===== src/rtl/wb_cmd_master_pkg.sv =====
// Shared types and constants for the Wishbone command initiator.
// State encoding, default abort window and response flag layout.
package wb_cmd_master_pkg;

    typedef enum logic [1:0] {
        IDLE = 2'd0,
        BUS  = 2'd1,
        RESP = 2'd2
    } state_e;

    localparam int unsigned TIMEOUT_DEFAULT = 255;

    localparam int RSP_ERR_BIT = 0;
    localparam int RSP_TMO_BIT = 1;
    localparam int RSP_FLAGS_W = 2;

endpackage


===== src/rtl/wb_timeout_counter.sv =====
// Bus-cycle watchdog: counts enabled cycles since the last clear.
// Expires while enabled on the cycle the count reaches TIMEOUT-1.
module wb_timeout_counter
    import wb_cmd_master_pkg::*;
#(
    parameter int unsigned TIMEOUT = TIMEOUT_DEFAULT
) (
    input  logic clk,
    input  logic rst_n,
    input  logic clear,
    input  logic enable,
    output logic expire
);

    localparam logic [15:0] LAST = 16'(TIMEOUT - 1);

    logic [15:0] count;

    always_ff @(posedge clk or negedge rst_n) begin
        if (!rst_n) begin
            count <= '0;
        end else if (clear) begin
            count <= '0;
        end else if (enable) begin
            count <= count + 16'd1;
        end
    end

    assign expire = enable && (count == LAST);

endmodule


===== src/rtl/wb_cmd_master.sv =====
// Wishbone classic initiator: one bus cycle per accepted command,
// result returned on a registered response port.
module wb_cmd_master
    import wb_cmd_master_pkg::*;
#(
    parameter int unsigned TIMEOUT = TIMEOUT_DEFAULT,
    parameter int unsigned ADDR_W  = 32
) (
    input  logic              wb_clk_i,
    input  logic              wb_rst_n_i,
    input  logic              cmd_valid_i,
    output logic              cmd_ready_o,
    input  logic              cmd_we_i,
    input  logic [ADDR_W-1:0] cmd_adr_i,
    input  logic [31:0]       cmd_dat_i,
    input  logic [3:0]        cmd_sel_i,
    output logic              rsp_valid_o,
    input  logic              rsp_ready_i,
    output logic [31:0]       rsp_dat_o,
    output logic              rsp_err_o,
    output logic              rsp_timeout_o,
    output logic              wbm_cyc_o,
    output logic              wbm_stb_o,
    output logic              wbm_we_o,
    output logic [ADDR_W-1:0] wbm_adr_o,
    output logic [31:0]       wbm_dat_o,
    output logic [3:0]        wbm_sel_o,
    input  logic              wbm_ack_i,
    input  logic              wbm_err_i,
    input  logic [31:0]       wbm_dat_i
);

    state_e state, state_d;

    logic                   accept;
    logic                   bus_done;
    logic                   rsp_pop;
    logic                   expire;
    logic [31:0]            dat_d;
    logic [RSP_FLAGS_W-1:0] flags_d;
    logic [RSP_FLAGS_W-1:0] rsp_flags;

    wb_timeout_counter #(
        .TIMEOUT (TIMEOUT)
    ) u_tmo (
        .clk    (wb_clk_i),
        .rst_n  (wb_rst_n_i),
        .clear  (accept),
        .enable (state == BUS),
        .expire (expire)
    );

    always_ff @(posedge wb_clk_i or negedge wb_rst_n_i) begin
        if (!wb_rst_n_i) begin
            state <= IDLE;
        end else begin
            state <= state_d;
        end
    end

    // Completion priority: ack, then err, then watchdog expiry.
    always_comb begin
        state_d  = state;
        accept   = 1'b0;
        bus_done = 1'b0;
        rsp_pop  = 1'b0;
        dat_d    = '0;
        flags_d  = '0;
        unique case (state)
            IDLE: begin
                if (cmd_valid_i && cmd_ready_o) begin
                    accept  = 1'b1;
                    state_d = BUS;
                end
            end
            BUS: begin
                if (wbm_ack_i) begin
                    bus_done = 1'b1;
                    dat_d    = wbm_we_o ? 32'd0 : wbm_dat_i;
                end else if (wbm_err_i) begin
                    bus_done             = 1'b1;
                    flags_d[RSP_ERR_BIT] = 1'b1;
                end else if (expire) begin
                    bus_done             = 1'b1;
                    flags_d[RSP_ERR_BIT] = 1'b1;
                    flags_d[RSP_TMO_BIT] = 1'b1;
                end
                if (bus_done) begin
                    state_d = RESP;
                end
            end
            RESP: begin
                if (rsp_ready_i) begin
                    rsp_pop = 1'b1;
                    state_d = IDLE;
                end
            end
            default: state_d = IDLE;
        endcase
    end

    always_ff @(posedge wb_clk_i or negedge wb_rst_n_i) begin
        if (!wb_rst_n_i) begin
            cmd_ready_o <= 1'b0;
            wbm_cyc_o   <= 1'b0;
            wbm_stb_o   <= 1'b0;
            wbm_we_o    <= 1'b0;
            wbm_adr_o   <= '0;
            wbm_dat_o   <= '0;
            wbm_sel_o   <= '0;
            rsp_valid_o <= 1'b0;
            rsp_dat_o   <= '0;
            rsp_flags   <= '0;
        end else begin
            cmd_ready_o <= (state_d == IDLE);
            if (accept) begin
                wbm_cyc_o <= 1'b1;
                wbm_stb_o <= 1'b1;
                wbm_we_o  <= cmd_we_i;
                wbm_adr_o <= cmd_adr_i;
                wbm_dat_o <= cmd_dat_i;
                wbm_sel_o <= cmd_sel_i;
            end
            if (bus_done) begin
                wbm_cyc_o   <= 1'b0;
                wbm_stb_o   <= 1'b0;
                rsp_valid_o <= 1'b1;
                rsp_dat_o   <= dat_d;
                rsp_flags   <= flags_d;
            end
            if (rsp_pop) begin
                rsp_valid_o <= 1'b0;
                rsp_dat_o   <= '0;
                rsp_flags   <= '0;
            end
        end
    end

    assign rsp_err_o     = rsp_flags[RSP_ERR_BIT];
    assign rsp_timeout_o = rsp_flags[RSP_TMO_BIT];

endmodule


===== config.mk =====
export PLATFORM = sky130hd
export DESIGN_NAME = wb_cmd_master
export DESIGN_NICKNAME = d
export VERILOG_FILES = /design/src/rtl/wb_cmd_master_pkg.sv /design/src/rtl/wb_timeout_counter.sv /design/src/rtl/wb_cmd_master.sv
export SDC_FILE = /design/constraint.sdc
export NUM_CORES = 1
export LEC_CHECK = 0
export CAP_MARGIN = 40
export CORE_ASPECT_RATIO = 0.9
export CORE_MARGIN = 1
export CORE_UTILIZATION = 45
export DETAILED_ROUTE_END_ITERATION = 12
export GPL_ROUTABILITY_DRIVEN = 1
export GPL_TIMING_DRIVEN = 0
export HOLD_SLACK_MARGIN = 0.08
export PLACE_DENSITY = 0.9
export SETUP_SLACK_MARGIN = 0.02
export SYNTH_ARGS = -nofsm -noshare
export SYNTH_HDL_FRONTEND = slang
export SYNTH_SLANG_ARGS = --single-unit

===== constraint.sdc =====
create_clock -name wb_clk_i -period 3.05 [get_ports wb_clk_i]
set_clock_uncertainty 0.1 [all_clocks]
set_input_delay 0.61 -clock wb_clk_i [delete_from_list [all_inputs] [get_ports wb_clk_i]]
set_output_delay 0.61 -clock wb_clk_i [all_outputs]
set_load 0.02 [all_outputs]

==> impl_metrics.tcl <==
set metrics [dict create \
    status "complete, but fails checks" \
    violations "design-rule violations" \
    final_util_pct 75.5 \
    ant_nets 0 \
    power_mw 8.35 \
    fin_nets 825 \
    layout_commonest_cell "nand2_1" \
    initial_core_util_pct 47.0 \
    grt-ovfl-total 0 \
    n_antenna_cell 0 \
    synth_compound_area_share_pct 10.8 \
    syn_area_um2 4890 \
    report.final.slew_viol_count 0 \
    synthAdderAreaFrac_pct 0.511 \
    grt_max_degree 65 \
    area_growth_pct 60.7 \
    vias_per_cell 5.20 \
    ir_drop_v 0.000692 \
    dieArea_um2 11300 \
    ys_ff_latch 124 \
    cts_made_buffers 17 \
    core_area_um2 10400 \
    synth_top_family_by_area "simple AND/OR/NAND/NOR gates" \
    drt-pass1-iter-count 9 \
    multiInputGateArea_um2 1640 \
    powerDensity_nw_per_um2 1060 \
    antenna_found_initial 0 \
    die_height_um 101 \
    track_usage_pct 26.7 \
    vias 4459 \
    io_pins 214 \
    synthSimpleGateAreaFrac_pct 21.7 \
    rsz0062_at_grt "false" \
    h-tree-depth 4 \
    hold_buffers 0 \
    fillers 690 \
    synth.distinct_cells 44 \
    tritoncts "done" \
    crit_fanout 10 \
    fin_crit_ns 2.39 \
    layout_common_cells "nand2_1, clkdlybuf4s50_1, dfrtp_1, a22o_1, clkbuf_16" \
    cts-root-buf "clkbuf_16" \
    grt_pass1_wl_mm 23.1 \
    synthArstFlopShare_pct 100 \
    ys.flop_type "dfrtp_1" \
    fin_crit_sh_pct 78.3 \
    place_congestion 0.849 \
    grt_pass1_vias 4574 \
    first_iter_violations 290 \
    dp_hpwl_mm 10.4 \
    core.rowCount 35 \
    worst_pin_slew_ns 0.662 \
    synth_fp_nets 592 \
    slew_headroom_pct 55.8 \
    drt_wl_total_mm 14.8 \
    die_w_um 112 \
    setup_violations 0 \
    min_path_type "in -> async" \
    static-leakage-power_nw 3.72 \
    yosysSeqAreaShare_pct 63.4 \
    drc 18 \
    cts.clk_slew.worst_paths_ns 0.06 \
    crit_arrival_ns 2.55 \
    cp-start-kind "input port" \
    fmax_mhz 419 \
    postCtsSetupBuffers 0 \
    slowest_stage "clkbuf_1" \
    synth-edff-count 0 \
    avgSynthCellArea_um2 10.1 \
    clk_latency_ns 0.39 \
    worst_path_largest_cell_delay_ns 0.55 \
    post_drt_wl_per_cell_um 17.2 \
    seqCellArea_um2 3100 \
    synth_mux_area_share_pct 0.409 \
    yosys_warnings 0 \
    worstPathRequired_ns 3.21 \
    clkSinkCount 124 \
    hold_viol 0 \
    port_buffers 213 \
    cpMostUsedCell "o21ai_0" \
    clockBufferDepth 2 \
    crit_chain "clkdlybuf4s50_1 > nor4bb_1 > clkbuf_1 > nor2_1 > o21ai_0 > o21ai_0" \
    end_kind "flip-flop" \
    critPathTopFamily "buffers and inverters" \
    drive_gt1_share_pct 8.09 \
    synth_xor_area_share_pct 0.179 \
    synthCells 483 \
    timing.hold.ws_ns 0.0887 \
    post_cts_resized 0 \
    cp_num_buf_inv 2 \
    critPathKind "in -> reg" \
    max_cap_viol_count 0 \
]
-- worst paths after layout --
path / from / slack (ns) / cells after the start / end
worst max register to register: state[0] / 0.79 / 5 / u_tmo.count[5]
worst max-delay path: cmd_valid_i / 0.66 / 6 / u_tmo.count[5]
max in group asynchronous: wb_rst_n_i / 2.06 / 2 / rsp_dat_o[29]
worst min register to register: wbm_adr_o[4] / 0.37 / 2 / wbm_adr_o[4]
min in group wb_clk_i: wbm_adr_o[4] / 0.37 / 2 / wbm_adr_o[4]
worst min-delay path: wb_rst_n_i / 0.09 / 1 / wbm_adr_o[24]
-- sequential cells by signal, summed over array words and instances (netlist names) --
signal	cells
rsp_valid_o	1
rsp_dat_o	32
wbm_stb_o	1
cmd_ready_o	1
wbm_we_o	1
wbm_sel_o	4
rsp_flags	2
u_tmo.count	16
wbm_dat_o	32
wbm_adr_o	32
state	2
-- through the flow --
stage | setup slack (ns) | setup TNS, ns | cells | instance area, um2
5_1_grt | 0.564 | 0 | 858 | 7870
6_report | 0.661 | 0 | 858 | 7870
4_1_cts | 0.688 | 0 | 858 | 7870
2_1_floorplan | 1.33 | 0 | 483 | 4890
3_5_place_dp | 0.302 | 0 | 826 | 7220
3_3_place_gp | -3.30 | -408.13 | 825 | 7190
-- cells by family after synthesis --
family | after synthesis
xor+xnor | 1
compound gates | 67
fa+ha+maj | 2
mux | 2
buf+inv | 30
simple gates | 257
flops | 124
-- layout make-up --
type	count	area share, %
timing repair buffer	214	27.5
inverter	2	0.0955
clock buffer	20	5.81
multi-input combinational	329	20.9
buffer	28	1.77
tap	129	2.05
clock inverter	12	2.45
sequential	124	39.5
-- power by group --
part	switching (mW)	total [mW]	internal (mW)
registers	0.384	2.64	2.25
clock network	0.703	2.19	1.49
logic	1.95	3.52	1.57
-- metal layers --
| layer | vias to the layer above | routed length, um | GRT usage [%] |
|---|---|---|---|
| li1 | 2066 | - | - |
| met1 | 2143 | 5710 | 29.8 |
| met2 | 222 | 7320 | 45.9 |
| met3 | 28 | 1440 | 10.8 |
| met4 | 0 | 305 | 10.4 |
| met5 | - | 0 | 0 |
-- cell usage after synthesis, drive strengths merged (2+ instances only) --
cell type	n	share of area, %
mux2i	2	0.41
nor2	8	0.61
and4	3	0.59
buf	19	2.1
ha	2	0.51
a22o	32	5.7
a31oi	2	0.26
nand4	4	0.64
dfrtp	124	63
o22ai	2	0.26
o211ai	4	0.82
inv	2	0.15
nand2	221	17
o21ai	12	1.3
clkbuf	9	0.69
a21oi	3	0.31
nand3	8	0.82
o31ai	5	0.97
nor4bb	2	0.41
nand2b	2	0.41
nor3	2	0.20
(Power assumes the default switching activity.)
==> RTL edit 1: new RTL, same settings <==
The 3 states of `state_e` get a one-hot encoding in 3 bits.
--- a/src/rtl/wb_cmd_master_pkg.sv
+++ b/src/rtl/wb_cmd_master_pkg.sv
@@ -3,8 +3,8 @@
 package wb_cmd_master_pkg;
 
-    typedef enum logic [1:0] {
-        IDLE = 2'd0,
-        BUS  = 2'd1,
-        RESP = 2'd2
+    typedef enum logic [2:0] {
+        IDLE = 3'b001,
+        BUS  = 3'b010,
+        RESP = 3'b100
     } state_e;
 
Formal check against the unedited RTL: no difference found for any inputs over 10 cycles, from zero or initial values and one cycle with wb_rst_n_i low; not proved beyond that.
==> RTL edit 1 against the unedited design <==
Worst hold slack got worse by 0.022 ns. Sequential cell count grew 1. Area after synthesis is 8.7% higher. Largest cell class unchanged. Synthesized cell count rose by 17%. Worst setup slack improved by 0.15 ns. Critical endpoint is now wbm_we_o. Final area up 4.8%. Total power barely moved. Wire length grew 6.1%.
==> RTL edit 1: results (changes against the unedited design) <==
Maximum clock path buffer count -> 2 (unchanged)
Top cells by count, synth -> nand2_1 (214), dfrtp_1 (124), nand3_1 (38)
Met2 GRT Util -> 0.4544 (-0.004318)
Via count -> 5,085 (+14%)
Global-route wire length before repair -> 24,400 µm (+5.6%)
Critical-path maximum fanout -> 3 (-7)
Fill count -> 810 (+17%)
Grt met3 use -> 0.09107 (-0.01717)
Dpl cell area -> 0.007677 mm² (+6.4%)
Max IR drop VDD -> 0.6850 mV (-0.99%)
Clk_lat worst skew -> 0.41 ns (+0.02 ns)
RePlAce Congestion -> 0.8573 (+1.0%)
Leakage -> 3.797 nW (+1.9%)
WL per Instance -> 16.24 µm (-5.7%)
Sequential fraction of the synthesis area -> 0.5881 (-0.04605)
Largest stage delay on the critical path -> 0.67 ns (+0.12 ns)
Post-Synth XOR/XNOR Area -> 0.01810 (+0.01632)
Worst reg2reg endpoint -> rsp_dat_o[29]
Syn Nets -> 673 (+14%)
DR pass1 iterations -> 5 (-4)
Worst Path Arrival -> 1.53 ns (-1.02 ns)
Share of cells above drive strength 1 -> 0.07169 (-0.009239)
Reg2Reg Setup Slack -> 0.84 ns (+0.05 ns)
Worst slew margin -> 0.5841 (+0.02560)
Met1 Resource Use GR -> 0.2885 (-0.009963)
Post-synth cell types -> 41 (-6.8%)
Synth area leaders -> dfrtp_1 (58%), nand2_1 (15%), a22oi_1 (4.5%)
Total GRT Usage -> 0.2623 (-0.004564)
Outcome -> complete, no violations
Fraction of the mapped netlist area in adder cells -> 0.004703 (-0.0004112)
# nets final -> 906 (+9.8%)
Yosys top cell by area -> dfrtp_1
Slowest CP cell -> clkdlybuf4s50_1
Mux cell area share after synthesis -> 0 (-0.004091)
## RTL edit 1: per-layer routing
layer,vias to the layer above,part of all wire
met1,2467,0.38
met2,231,0.50
li1,2355,-
met5,-,0
met4,0,0.024
met3,32,0.090
## RTL edit 1: cell type report
class                   instances  share of cell area
flip-flops and latches        125              0.3796
repair buffers                214              0.2621
well taps                     156             0.02368
inverters                       2           0.0009106
clock buffers                  20             0.05418
plain buffers                  38             0.02352
multi-input cells             399              0.2415
clock inverters                11             0.01457
## RTL edit 1: cell families (layout without fill, tap and decap cells)
| group | Yosys count | count (layout) |
|---|---|---|
| AO/OA/AOI/OAI | 88 | 88 |
| XOR/XNOR | 11 | 11 |
| adder cells (fa/ha/maj) | 2 | 2 |
| buffers and inverters | 40 | 285 |
| flip-flops | 125 | 125 |
| AND/OR/NAND/NOR | 298 | 298 |
## RTL edit 1: stage by stage
stage	utilization	std cells	worst slack [ns]
6_report	0.7181	965	0.8069
5_1_grt	0.7181	965	0.4933
4_1_cts	0.7181	965	0.7924
3_5_place_dp	0.6687	934	0.4849
3_3_place_gp	0.6662	933	-3.392
2_1_floorplan	-	564	1.219
## RTL edit 1: worst max-delay path by stage
stage	depth (start not counted)	to	slack [ns]	start
floorplan	8	rsp_dat_o[18]	1.22	u_tmo.count[0]
global placement	1	wbm_dat_o[27]	-3.39	wb_rst_n_i
detailed placement	8	wbm_adr_o[20]	0.48	cmd_valid_i
CTS	1	wbm_we_o	0.79	wbm_we_o
global route	8	rsp_dat_o[29]	0.49	u_tmo.count[0]
finish	1	wbm_we_o	0.81	wbm_we_o
## RTL edit 1: where the power goes
part / internal, W / switching (W) / total, W
logic: 0.00167 / 0.00197 / 0.00364
clock network: 0.00121 / 0.000715 / 0.00193
registers: 0.00232 / 0.000466 / 0.00279
==> RTL edit 2: new RTL, same settings <==
Without the edit above. Change the parameter `ADDR_W` from 32 to 24.
--- a/src/rtl/wb_cmd_master.sv
+++ b/src/rtl/wb_cmd_master.sv
@@ -5,5 +5,5 @@
 #(
     parameter int unsigned TIMEOUT = TIMEOUT_DEFAULT,
-    parameter int unsigned ADDR_W  = 32
+    parameter int unsigned ADDR_W  = 24
 ) (
     input  logic              wb_clk_i,
Interface: changed (resized cmd_adr_i and wbm_adr_o); port bits go from 214 to 198. No check against the original RTL was run, so the function may have changed too.
==> RTL edit 2 against the unedited design <==
First-iteration DRC count decreased by 26%. Critical path depth increased by 1. Synthesized cell count decreased by 6.2%. Count of clock-buffer cells in the layout decreased by 2. Sequential cell count decreased by 8. Wire length decreased by 10%. Sequential share of layout area decreased by 0.22 points. Worst setup slack improved by 0.073 ns. Maximum frequency increased by 3.2%. Area after synthesis decreased by 6.0%. Register-to-register slack got worse by 0.06 ns. Final area decreased by 5.9%. Total power decreased by 7.3%. Critical path type is now register to register.
==> RTL edit 2: results (changes against the unedited design) <==
Pre-CTS setup slack -> 0.4337 ns (+0.1318 ns)
Biggest regs -> rsp_dat_o: 32 flops, wbm_dat_o: 32 flops, wbm_adr_o: 24 flops
Max IR drop VDD -> 0.7350 mV (+6.2%)
WHS -> 0.3727 ns (+0.2840 ns)
Routed length on met1 -> 5028 µm (-12%)
Largest net degree at the start of global routing -> 70 (+7.7%)
Syn avg cell area -> 10.15 µm² (+0.22%)
Fraction of the mapped netlist area in adder cells -> 0.005441 (+0.0003269)
Fill count -> 629 (-8.8%)
Outcome -> complete, no violations
Vias in the first global route -> 4,414 (-3.5%)
RePlAce Congestion -> 0.8269 (-2.6%)
Slew @ Worst Pin -> 0.7288 ns (+0.06654 ns)
Internal cell power -> 0.004891 W (-7.9%)
Post-synth cell types -> 42 (-4.5%)
Worst Path Arrival -> 2.50 ns (-0.05 ns)
Dpl hpwl -> 9372 µm (-9.6%)
Compound-Gate Fraction of Synth Area -> 0.1091 (+0.001185)
HP Class -> register to register
Leakage -> 3.454 nW (-7.3%)
Met3 routed WL -> 1106 µm (-23%)
Placed insts -> 778 (-5.8%)
# nets final -> 773 (-6.3%)
Via count -> 4,183 (-6.2%)
Post-Synth XOR/XNOR Area -> 0 (-0.001790)
Final worst slack -> 0.7345 ns (+0.07318 ns)
Syn Nets -> 554 (-6.4%)
[RTL edit 2: cell type report]
cell class / instances / area share
clock inverters: 14 / 0.02384
inverters: 3 / 0.001522
well taps: 126 / 0.02131
repair buffers: 200 / 0.2739
multi-input cells: 309 / 0.2095
plain buffers: 25 / 0.01826
clock buffers: 18 / 0.05935
flip-flops and latches: 116 / 0.3923
[RTL edit 2: path summary, 6_finish.rpt]
path                                start  cells past startpoint             to
max                        u_tmo.count[0]                      7  rsp_dat_o[23]
min                          wbm_sel_o[2]                      2   wbm_sel_o[2]
max reg2reg                u_tmo.count[0]                      7  rsp_dat_o[23]
min reg2reg                  wbm_sel_o[2]                      2   wbm_sel_o[2]
max in group asynchronous      wb_rst_n_i                      4  wbm_adr_o[15]
min in group asynchronous      wb_rst_n_i                      2  rsp_dat_o[21]
[RTL edit 2: routing by layer]
layer | vias to the layer above | track usage
li1 | 1955 | -
met5 | - | 0
met2 | 175 | 0.4688
met1 | 2029 | 0.2846
met3 | 24 | 0.09346
met4 | 0 | 0.1029
[RTL edit 2: worst max-delay path, cell delays in order (launching register included)]
cell,delay (ns)
dfrtp_1,0.45
inv_1,0.09
ha_1,0.13
or4b_4,0.47
nor4_4,0.41
o21ai_2,0.18
buf_6,0.17
a22o_1,0.19
[RTL edit 2: power by group through the flow]
stage,combinational (W),sequential [W],clock [W]
floorplan,0.00104,0.00305,0
global placement,0.00313,0.00242,0
detailed placement,0.00322,0.00245,0
CTS,0.00326,0.00244,0.00208
global route,0.00350,0.00250,0.00215
finish,0.00324,0.00244,0.00205
[RTL edit 2: what timing repair did]
action | 4_1_cts | 5_1_grt
hold endpoints to repair | 6 | 0
endpoints found under the setup margin | 0 | 0
hold buffers | 1 | 0
